### src/rtl/data_sync_pkg.sv
// Shared types and defaults for the multi-bit bus-synchronizer transmitter and receiver.
package data_sync_pkg;

    typedef enum logic [1:0] {
        IDLE  = 2'b00,
        SETUP = 2'b01,
        REQ   = 2'b10,
        REL   = 2'b11
    } tx_state_t;

    localparam int DEF_BUS_WIDTH  = 8;
    localparam int DEF_NUM_STAGES = 2;

endpackage

### src/rtl/data_sync_tx_if.sv
// Word-in / bus-out signal bundle of the source-domain transmitter.
interface data_sync_tx_if
    import data_sync_pkg::*;
#(
    parameter int BUS_WIDTH = DEF_BUS_WIDTH
);
    logic [BUS_WIDTH-1:0] in_data;
    logic                 in_valid;
    logic                 in_ready;
    logic [BUS_WIDTH-1:0] Unsync_bus;
    logic                 bus_enable;
    logic                 ack_async;
    logic                 tx_done;
    logic                 timeout_err;

    modport master (
        input  in_data, in_valid, ack_async,
        output in_ready, Unsync_bus, bus_enable, tx_done, timeout_err
    );

    modport slave (
        output in_data, in_valid, ack_async,
        input  in_ready, Unsync_bus, bus_enable, tx_done, timeout_err
    );
endinterface

### src/rtl/bit_sync.sv
// Single-bit multi-flop synchronizer with synchronous active-low reset.
module bit_sync #(
    parameter int NUM_STAGES = 2
) (
    input  logic CLK,
    input  logic RST,
    input  logic d,
    output logic q
);
    logic [NUM_STAGES-1:0] chain_r;

    // Shift the asynchronous level through the synchronizer chain
    always_ff @(posedge CLK) begin
        if (!RST) begin
            chain_r <= {NUM_STAGES{1'b0}};
        end else begin
            chain_r <= {chain_r[NUM_STAGES-2:0], d};
        end
    end

    assign q = chain_r[NUM_STAGES-1];
endmodule

### src/rtl/data_sync_tx.sv
// Source-domain transmitter: launches a stable bus plus a req level and runs a 4-phase handshake.
// Optional handshake timeout enabled by defining ACK_TIMEOUT_EN.
module data_sync_tx
    import data_sync_pkg::*;
#(
    parameter int BUS_WIDTH      = DEF_BUS_WIDTH,
    parameter int NUM_STAGES     = DEF_NUM_STAGES,
    parameter int TIMEOUT_CYCLES = 1024
) (
    input  logic           CLK,
    input  logic           RST,
    data_sync_tx_if.master tx
);
    if (NUM_STAGES < 2 || TIMEOUT_CYCLES < 2) begin : g_param_check
        $error("data_sync_tx: NUM_STAGES and TIMEOUT_CYCLES must both be >= 2");
    end

    tx_state_t            state_r;
    logic [BUS_WIDTH-1:0] bus_r;
    logic                 en_r;
    logic                 done_r;
    logic                 ack_sync_s;
    logic                 ready_s;

    bit_sync #(.NUM_STAGES(NUM_STAGES)) u_ack_sync (
        .CLK (CLK),
        .RST (RST),
        .d   (tx.ack_async),
        .q   (ack_sync_s)
    );

    // A stale ack must clear before a new request may start
    assign ready_s = (state_r == IDLE) && !ack_sync_s;

`ifdef ACK_TIMEOUT_EN
    localparam int              CNT_W     = $clog2(TIMEOUT_CYCLES + 1);
    localparam logic [CNT_W-1:0] CNT_LIMIT = CNT_W'(TIMEOUT_CYCLES - 1);

    logic [CNT_W-1:0] cnt_r;
    logic             terr_r;
    logic             limit_s;

    assign limit_s = (cnt_r == CNT_LIMIT);
`endif

    // Handshake FSM; the exit condition is tested before the timeout so it wins a tie
    always_ff @(posedge CLK) begin
        if (!RST) begin
            state_r <= IDLE;
            bus_r   <= {BUS_WIDTH{1'b0}};
            en_r    <= 1'b0;
            done_r  <= 1'b0;
`ifdef ACK_TIMEOUT_EN
            cnt_r   <= {CNT_W{1'b0}};
            terr_r  <= 1'b0;
`endif
        end else begin
            done_r <= 1'b0;
`ifdef ACK_TIMEOUT_EN
            terr_r <= 1'b0;
`endif
            case (state_r)
                IDLE: begin
                    if (tx.in_valid && ready_s) begin
                        bus_r   <= tx.in_data;
                        state_r <= SETUP;
                    end
                end
                SETUP: begin
                    en_r    <= 1'b1;
                    state_r <= REQ;
`ifdef ACK_TIMEOUT_EN
                    cnt_r   <= {CNT_W{1'b0}};
`endif
                end
                REQ: begin
                    if (ack_sync_s) begin
                        en_r    <= 1'b0;
                        state_r <= REL;
`ifdef ACK_TIMEOUT_EN
                        cnt_r   <= {CNT_W{1'b0}};
                    end else if (limit_s) begin
                        en_r    <= 1'b0;
                        terr_r  <= 1'b1;
                        state_r <= IDLE;
                    end else begin
                        cnt_r   <= cnt_r + CNT_W'(1);
`endif
                    end
                end
                REL: begin
                    if (!ack_sync_s) begin
                        done_r  <= 1'b1;
                        state_r <= IDLE;
`ifdef ACK_TIMEOUT_EN
                    end else if (limit_s) begin
                        en_r    <= 1'b0;
                        terr_r  <= 1'b1;
                        state_r <= IDLE;
                    end else begin
                        cnt_r   <= cnt_r + CNT_W'(1);
`endif
                    end
                end
                default: begin
                    en_r    <= 1'b0;
                    state_r <= IDLE;
                end
            endcase
        end
    end

    assign tx.in_ready   = ready_s;
    assign tx.Unsync_bus = bus_r;
    assign tx.bus_enable = en_r;
    assign tx.tx_done    = done_r;
`ifdef ACK_TIMEOUT_EN
    assign tx.timeout_err = terr_r;
`else
    assign tx.timeout_err = 1'b0;
`endif
endmodule

### src/flat_wrapper.sv
// flat-port wrapper written by rule: the top's interface ports become plain ports
module data_sync_tx_flat import data_sync_pkg::*;
#(
    parameter int BUS_WIDTH      = DEF_BUS_WIDTH,
    parameter int NUM_STAGES     = DEF_NUM_STAGES,
    parameter int TIMEOUT_CYCLES = 1024
)
  (CLK, RST, tx_in_data, tx_in_valid, tx_ack_async, tx_in_ready, tx_Unsync_bus, tx_bus_enable, tx_tx_done, tx_timeout_err);
  data_sync_tx_if #(.BUS_WIDTH(BUS_WIDTH)) tx_i ();
  input  logic CLK;
  input  logic RST;
  input wire logic [$bits(tx_i.in_data)-1:0] tx_in_data;
  input wire logic [$bits(tx_i.in_valid)-1:0] tx_in_valid;
  input wire logic [$bits(tx_i.ack_async)-1:0] tx_ack_async;
  output wire logic [$bits(tx_i.in_ready)-1:0] tx_in_ready;
  output wire logic [$bits(tx_i.Unsync_bus)-1:0] tx_Unsync_bus;
  output wire logic [$bits(tx_i.bus_enable)-1:0] tx_bus_enable;
  output wire logic [$bits(tx_i.tx_done)-1:0] tx_tx_done;
  output wire logic [$bits(tx_i.timeout_err)-1:0] tx_timeout_err;
  assign tx_i.in_data = tx_in_data;
  assign tx_i.in_valid = tx_in_valid;
  assign tx_i.ack_async = tx_ack_async;
  assign tx_in_ready = tx_i.in_ready;
  assign tx_Unsync_bus = tx_i.Unsync_bus;
  assign tx_bus_enable = tx_i.bus_enable;
  assign tx_tx_done = tx_i.tx_done;
  assign tx_timeout_err = tx_i.timeout_err;
  data_sync_tx #(.BUS_WIDTH(BUS_WIDTH), .NUM_STAGES(NUM_STAGES), .TIMEOUT_CYCLES(TIMEOUT_CYCLES)) u_core (.CLK(CLK), .RST(RST), .tx(tx_i));
endmodule
### config.mk
export PLATFORM = sky130hd
export DESIGN_NAME = data_sync_tx_flat
export DESIGN_NICKNAME = d
export VERILOG_FILES = /design/src/rtl/data_sync_pkg.sv /design/src/rtl/data_sync_tx_if.sv /design/src/rtl/bit_sync.sv /design/src/rtl/data_sync_tx.sv /design/src/flat_wrapper.sv
export SDC_FILE = /design/constraint.sdc
export NUM_CORES = 1
export LEC_CHECK = 0
export BUFFER_PORTS_ARGS = -buffer_cell sky130_fd_sc_hd__buf_4
export CAP_MARGIN = 15
export CORE_AREA = 2 2 49 51
export CTS_CLUSTER_SIZE = 8
export DETAILED_ROUTE_END_ITERATION = 10
export DIE_AREA = 0 0 51 53
export GPL_TIMING_DRIVEN = 0
export PLACE_DENSITY = 0.49
export RECOVER_POWER = 50
export SKIP_CTS_REPAIR_TIMING = 1
export SLEW_MARGIN = 20
export SYNTH_ARGS = -nofsm -noshare
export SYNTH_HDL_FRONTEND = slang
export SYNTH_HIERARCHICAL = 1
export SYNTH_SLANG_ARGS = --single-unit
### constraint.sdc
create_clock -name CLK -period 2 [get_ports CLK]
set_clock_uncertainty 0.05 [all_clocks]
set_input_delay 0.1 -clock CLK [delete_from_list [all_inputs] [get_ports CLK]]
set_output_delay 0.1 -clock CLK [all_outputs]
set_load 0.05 [all_outputs]
=== Word level (Yosys, flattened, before mapping) ===
Cells that the tools add are included.

* Register bits after elaboration: 14
* Bits of input ports: 12
* Word-level logic and storage cells: 27

* Equal/unequal tests: 6
* Mux-type cells: 7
* Reduce and logical (&&, ||, !) cells: 9

{| class="wikitable"
|+ Operators by type and width
! cell !! number
|-
| 2-bit one-hot mux with 4 select lines || 1
|-
| 2-bit two-way mux || 3
|-
| 2-bit != test (second input constant) || 3
|-
| 2-bit AND reduction || 3
|-
| 2-bit equality test (second input constant) || 2
|-
| 3-bit AND reduction || 1
|-
| 2-bit by 1-bit equality test with 1-bit output (second input constant) || 1
|-
| 1-bit logical AND || 2
|-
| 2-bit logical NOT || 1
|-
| 1-bit two-way mux || 2
|-
| 1-bit one-hot mux with 2 select lines || 1
|-
| 2-bit nonzero test || 1
|-
| 1-bit logical NOT || 1
|}

=== Depth between registers and ports, before layout ===
* Word-level depth: 5
* Gate-level depth with buffers: 6

=== Cells and area by module ===
The synthesis kept the hierarchy.

{| class="wikitable"
|+ By module, submodules not included
! module !! instances !! cells an instance !! area an instance (µm²)
|-
| data_sync_tx || 1 || 57 || 569.3
|-
| bit_sync || 1 || 4 || 52.6
|}

=== Least setup slack after synthesis ===
Ideal clock, no wire load.

* Path kind: reg-to-reg
* Start: register u_core.state_r[0]
* End: register u_core.bus_r[0], in the netlist u_core/tx.Unsync_bus[0]
* Setup time: 0.117 ns
* Data arrival time: 1.118 ns
* Data required time: 1.833 ns
* Setup slack: 0.715 ns
* Cell stages (with the launch flop): 7
* Clock period less this slack: 1.285 ns
* Cells stage by stage: dfxtp_1 inv_1 ha_1 nand3b_1 buf_6 mux2i_1 nor2b_1

* Cells in the longest elaborated chain, start to end: 4

{| class="wikitable"
|+ Ends and longest elaborated chain
! element !! RTL line !! text
|-
| from (decl) || data_sync_tx.sv:18 || <nowiki>tx_state_t state_r;</nowiki>
|-
| from (signal assigned) || data_sync_tx.sv:49 || <nowiki>state_r <= IDLE;</nowiki>
|-
| from (signal assigned) || data_sync_tx.sv:66 || <nowiki>state_r <= SETUP;</nowiki>
|-
| from (signal assigned) || data_sync_tx.sv:71 || <nowiki>state_r <= REQ;</nowiki>
|-
| 2-bit logical NOT * || data_sync_tx.sv:33, data_sync_tx.sv:62 ||
|-
| 1-bit logical AND || data_sync_tx.sv:33 || <nowiki>assign ready_s = (state_r == IDLE) && !ack_sync_s;</nowiki>
|-
| 1-bit logical AND || data_sync_tx.sv:64 || <nowiki>if (tx.in_valid && ready_s) begin</nowiki>
|-
| 2-bit AND reduction (no line) * || -- ||
|-
| to (signal assigned) || data_sync_tx.sv:50 || <nowiki>bus_r <= {BUS_WIDTH{1'b0}};</nowiki>
|-
| to (signal assigned) || data_sync_tx.sv:65 || <nowiki>bus_r <= tx.in_data;</nowiki>
|-
| to (decl) || data_sync_tx.sv:19 || <nowiki>logic [BUS_WIDTH-1:0] bus_r;</nowiki>
|}

Every way passes the cells marked *; elsewhere a longest branch is shown, timed or not.
A chain may end at the register's enable or synchronous reset.

=== Final worst setup path ===
* Start: register u_core.state_r[0]
* End: output tx_in_ready

* Cells in the longest elaborated chain, start to end: 2

{| class="wikitable"
|+ Ends and longest elaborated chain
! element !! RTL line !! text
|-
| 2-bit logical NOT || data_sync_tx.sv:33 ||
|-
| 1-bit logical AND || data_sync_tx.sv:33 ||
|-
| to (decl) || flat_wrapper.sv:15 || <nowiki>output wire logic [$bits(tx_i.in_ready)-1:0] tx_in_ready;</nowiki>
|}

Every way passes these cells.

==> key figures <==
Setup path
  – Crit-path max FO: 4
  – Kind of critical path: flop to output port
  – FF-to-FF Start: u_core/state_r[0]
  – Critical Path RT: 1850 ps
  – WP data arrival: 1390 ps
  – Worst R2R Setup Slack: 560 ps
  – Setup crit end kind: output port
  – R2r endpoint: u_core/tx.Unsync_bus[7]
  – R2R cell count: 6
  – Startpoint Class: flop

Floorplanning
  – Initial core utilization: 28.95%
  – IO Pins: 24
  – Cell row count: 17
  – Die Span Y: 53 µm
  – Die ar.: 2703 µm²
  – Core box area: 2148 µm²
  – Die Span X: 51 µm

Place
  – Post-placement cell count: 111
  – Placed cell area: 822.0 µm²
  – Port Buffers: 22
  – Gp weighted congestion: 0.7597

Clock network
  – Clock Tree Buf Depth: 2
  – Total CTS buffers: 3
  – TritonCTS clock tree: built
  – H-tree level count: 1
  – Clock latency on the worst-skew pair: 270 ps
  – Sink Count: 14
  – Clock Pin Slew Worst Setup and Hold Paths: 80 ps
  – Root Buffer: clkbuf_4

Flow run
  – Max_cap viols: 0

STA
  – Slew margin rel.: 60.41%
  – Count of endpoints failing hold in the final timing report: 0
  – Worst Tran Pin Value: 596.4 ps
  – # setup viols final: 0
  – Tmin final: 1540 ps
  – Fin crit share: 77.02%
  – RSZ-0062 raised after global routing: no
  – Final Max Slew Viols: 0
  – WHS: 27.52 ps
  – Final setup TNS: 0 ps
  – Fmax: 649.2 MHz

Detailed routing
  – Antenna Nets Post-Route: 0
  – Drt total wl: 1078 µm
  – Via count: 460
  – # DRC: 0
  – Drt pass-1 iters: 4
  – Via density: 4.000
  – Wire length per cell: 9.374 µm
  – Initial DRC Count: 5

Logic synthesis
  – Main flop type after synthesis: dfxtp_1
  – Count of warnings emitted by yosys: 6
  – Synth cell types: 18
  – Post-synthesis sequential area ratio: 45.07%
  – Synthesized flop and latch total: 14
  – EDFF count, synth: 0
  – Mapped Cells: 61
  – Post-synth net total: 78
  – Syn avg cell area: 10.19 µm²
  – Synth async-reset ratio: 0%
  – Synth Cell Area: 621.8 µm²

GRT
  – Vias in the first global route: 420
  – Total Routing Usage GR: 9.211%
  – Largest net degree at the start of global routing: 11
  – Global-route wire length before repair: 1773 µm
  – Initial antenna violation count: 0
  – GR Overflow Total: 0

Hold path
  – Hold/Removal Path Class: input pin to flop
  – Hold path endpoint: u_core/u_ack_sync/chain_r[1]
  – Hold Startpoint: RST
  – Hold path cells: 2

Layout
  – Non-filler cells, final: 115
  – Register area: 280.3 µm²
  – Area of the multi-input gates: 311.5 µm²
  – Synth-to-Final Area Change: 31.99%
  – Layout cells sized above 1: 21.84%
  – NumNets Final: 106
  – Final instance area: 820.8 µm²
  – Diodes inserted: 0
  – Fill cells: 238

Power
  – VDD IR max: 0.6300 mV
  – Leakage: 0.3844 nW
  – Pwr/cell area: 1256 nW/µm²
  – Total power: 1.031 mW

Status
  – Status: finished clean
## where the power goes
part | switching (mW) | leakage [nW] | internal (mW)
logic | 0.323 | 0.256 | 0.182
clock network | 0.0875 | 0.0138 | 0.0696
registers | 0.0348 | 0.115 | 0.334
total | 0.445 | 0.384 | 0.586
## worst max-delay path by stage
stage	start	cells past startpoint	end	slack, ps
after floorplan	u_core/state_r[0]	6	u_core/tx.Unsync_bus[0]	710
after global placement	u_core/state_r[0]	6	u_core/tx.Unsync_bus[6]	600
after detailed placement	u_core/state_r[0]	6	u_core/tx.Unsync_bus[7]	570
after CTS	u_core/state_r[0]	4	tx_in_ready	440
after global routing	u_core/state_r[0]	4	tx_in_ready	370
final	u_core/state_r[0]	4	tx_in_ready	460
## metrics by stage
step                      util (%)  setup WS, ps
final                        38.21         459.6
after global routing         38.21         371.8
after CTS                    39.31         441.5
after detailed placement     38.26         571.3
after global placement       38.26         598.8
after floorplan                  -         714.9
## layout by cell type (no fill, tap or decap), types with 2 or more instances in the layout
cell and n:
and2_1 2, buf_4 13, clkbuf_1 10, clkbuf_4 4
dfxtp_1 14, ha_1 5, inv_1 2, mux2i_1 10
nand2_1 5, nor2_1 3, nor2b_1 10
## critical path, cell delays in order, from the launching register on
cell	delay (ps)
dfxtp_1	400
inv_1	100
ha_1	240
and2b_2	200
buf_4	180
## registers in the layout, indices dropped and copies added (netlist names)
register / cells
u_core/state_r: 2
u_core/tx.Unsync_bus: 8
u_core/tx.bus_enable: 1
u_core/tx.tx_done: 1
u_core/u_ack_sync/chain_r: 2
## logic make-up (layout without fill, tap and decap cells)
group	count (synthesis)	in the layout	synth area share, %
flip-flops	14	14	45.07
adder cells (fa/ha/maj)	5	5	10.06
buffers and inverters	5	31	4.829
other	1	1	0.6030
AND/OR/NAND/NOR	23	23	20.52
multiplexers	10	10	16.10
AO/OA/AOI/OAI	3	3	2.816
## area by class of cell
cell class	instances	area share, %
timing repair buffer	23	17.23
tap	28	4.268
sequential	14	34.15
inverter	2	0.9146
multi-input combinational	42	37.96
clock buffer	3	2.744
buffer	3	2.744
## routing by layer
layer | global-route usage, % | wire [µm] | vias to the layer above
met1 | 10.33 | 496 | 201
met2 | 14.94 | 494 | 15
met3 | 2.542 | 87 | 0
met5 | 0 | 0 | -
li1 | - | - | 244
met4 | 6.757 | 0 | 0
## synthesized netlist by cell type (all sizes together) (2+ instances only)
cell type	count	area share, %
and2	2	2.0
buf	2	3.0
dfxtp	14	45
ha	5	10
inv	2	1.2
mux2i	10	16
nand2	5	3.0
nor2	3	1.8
nor2b	10	10
No activity file was read; power rests on OpenSTA's default activity.
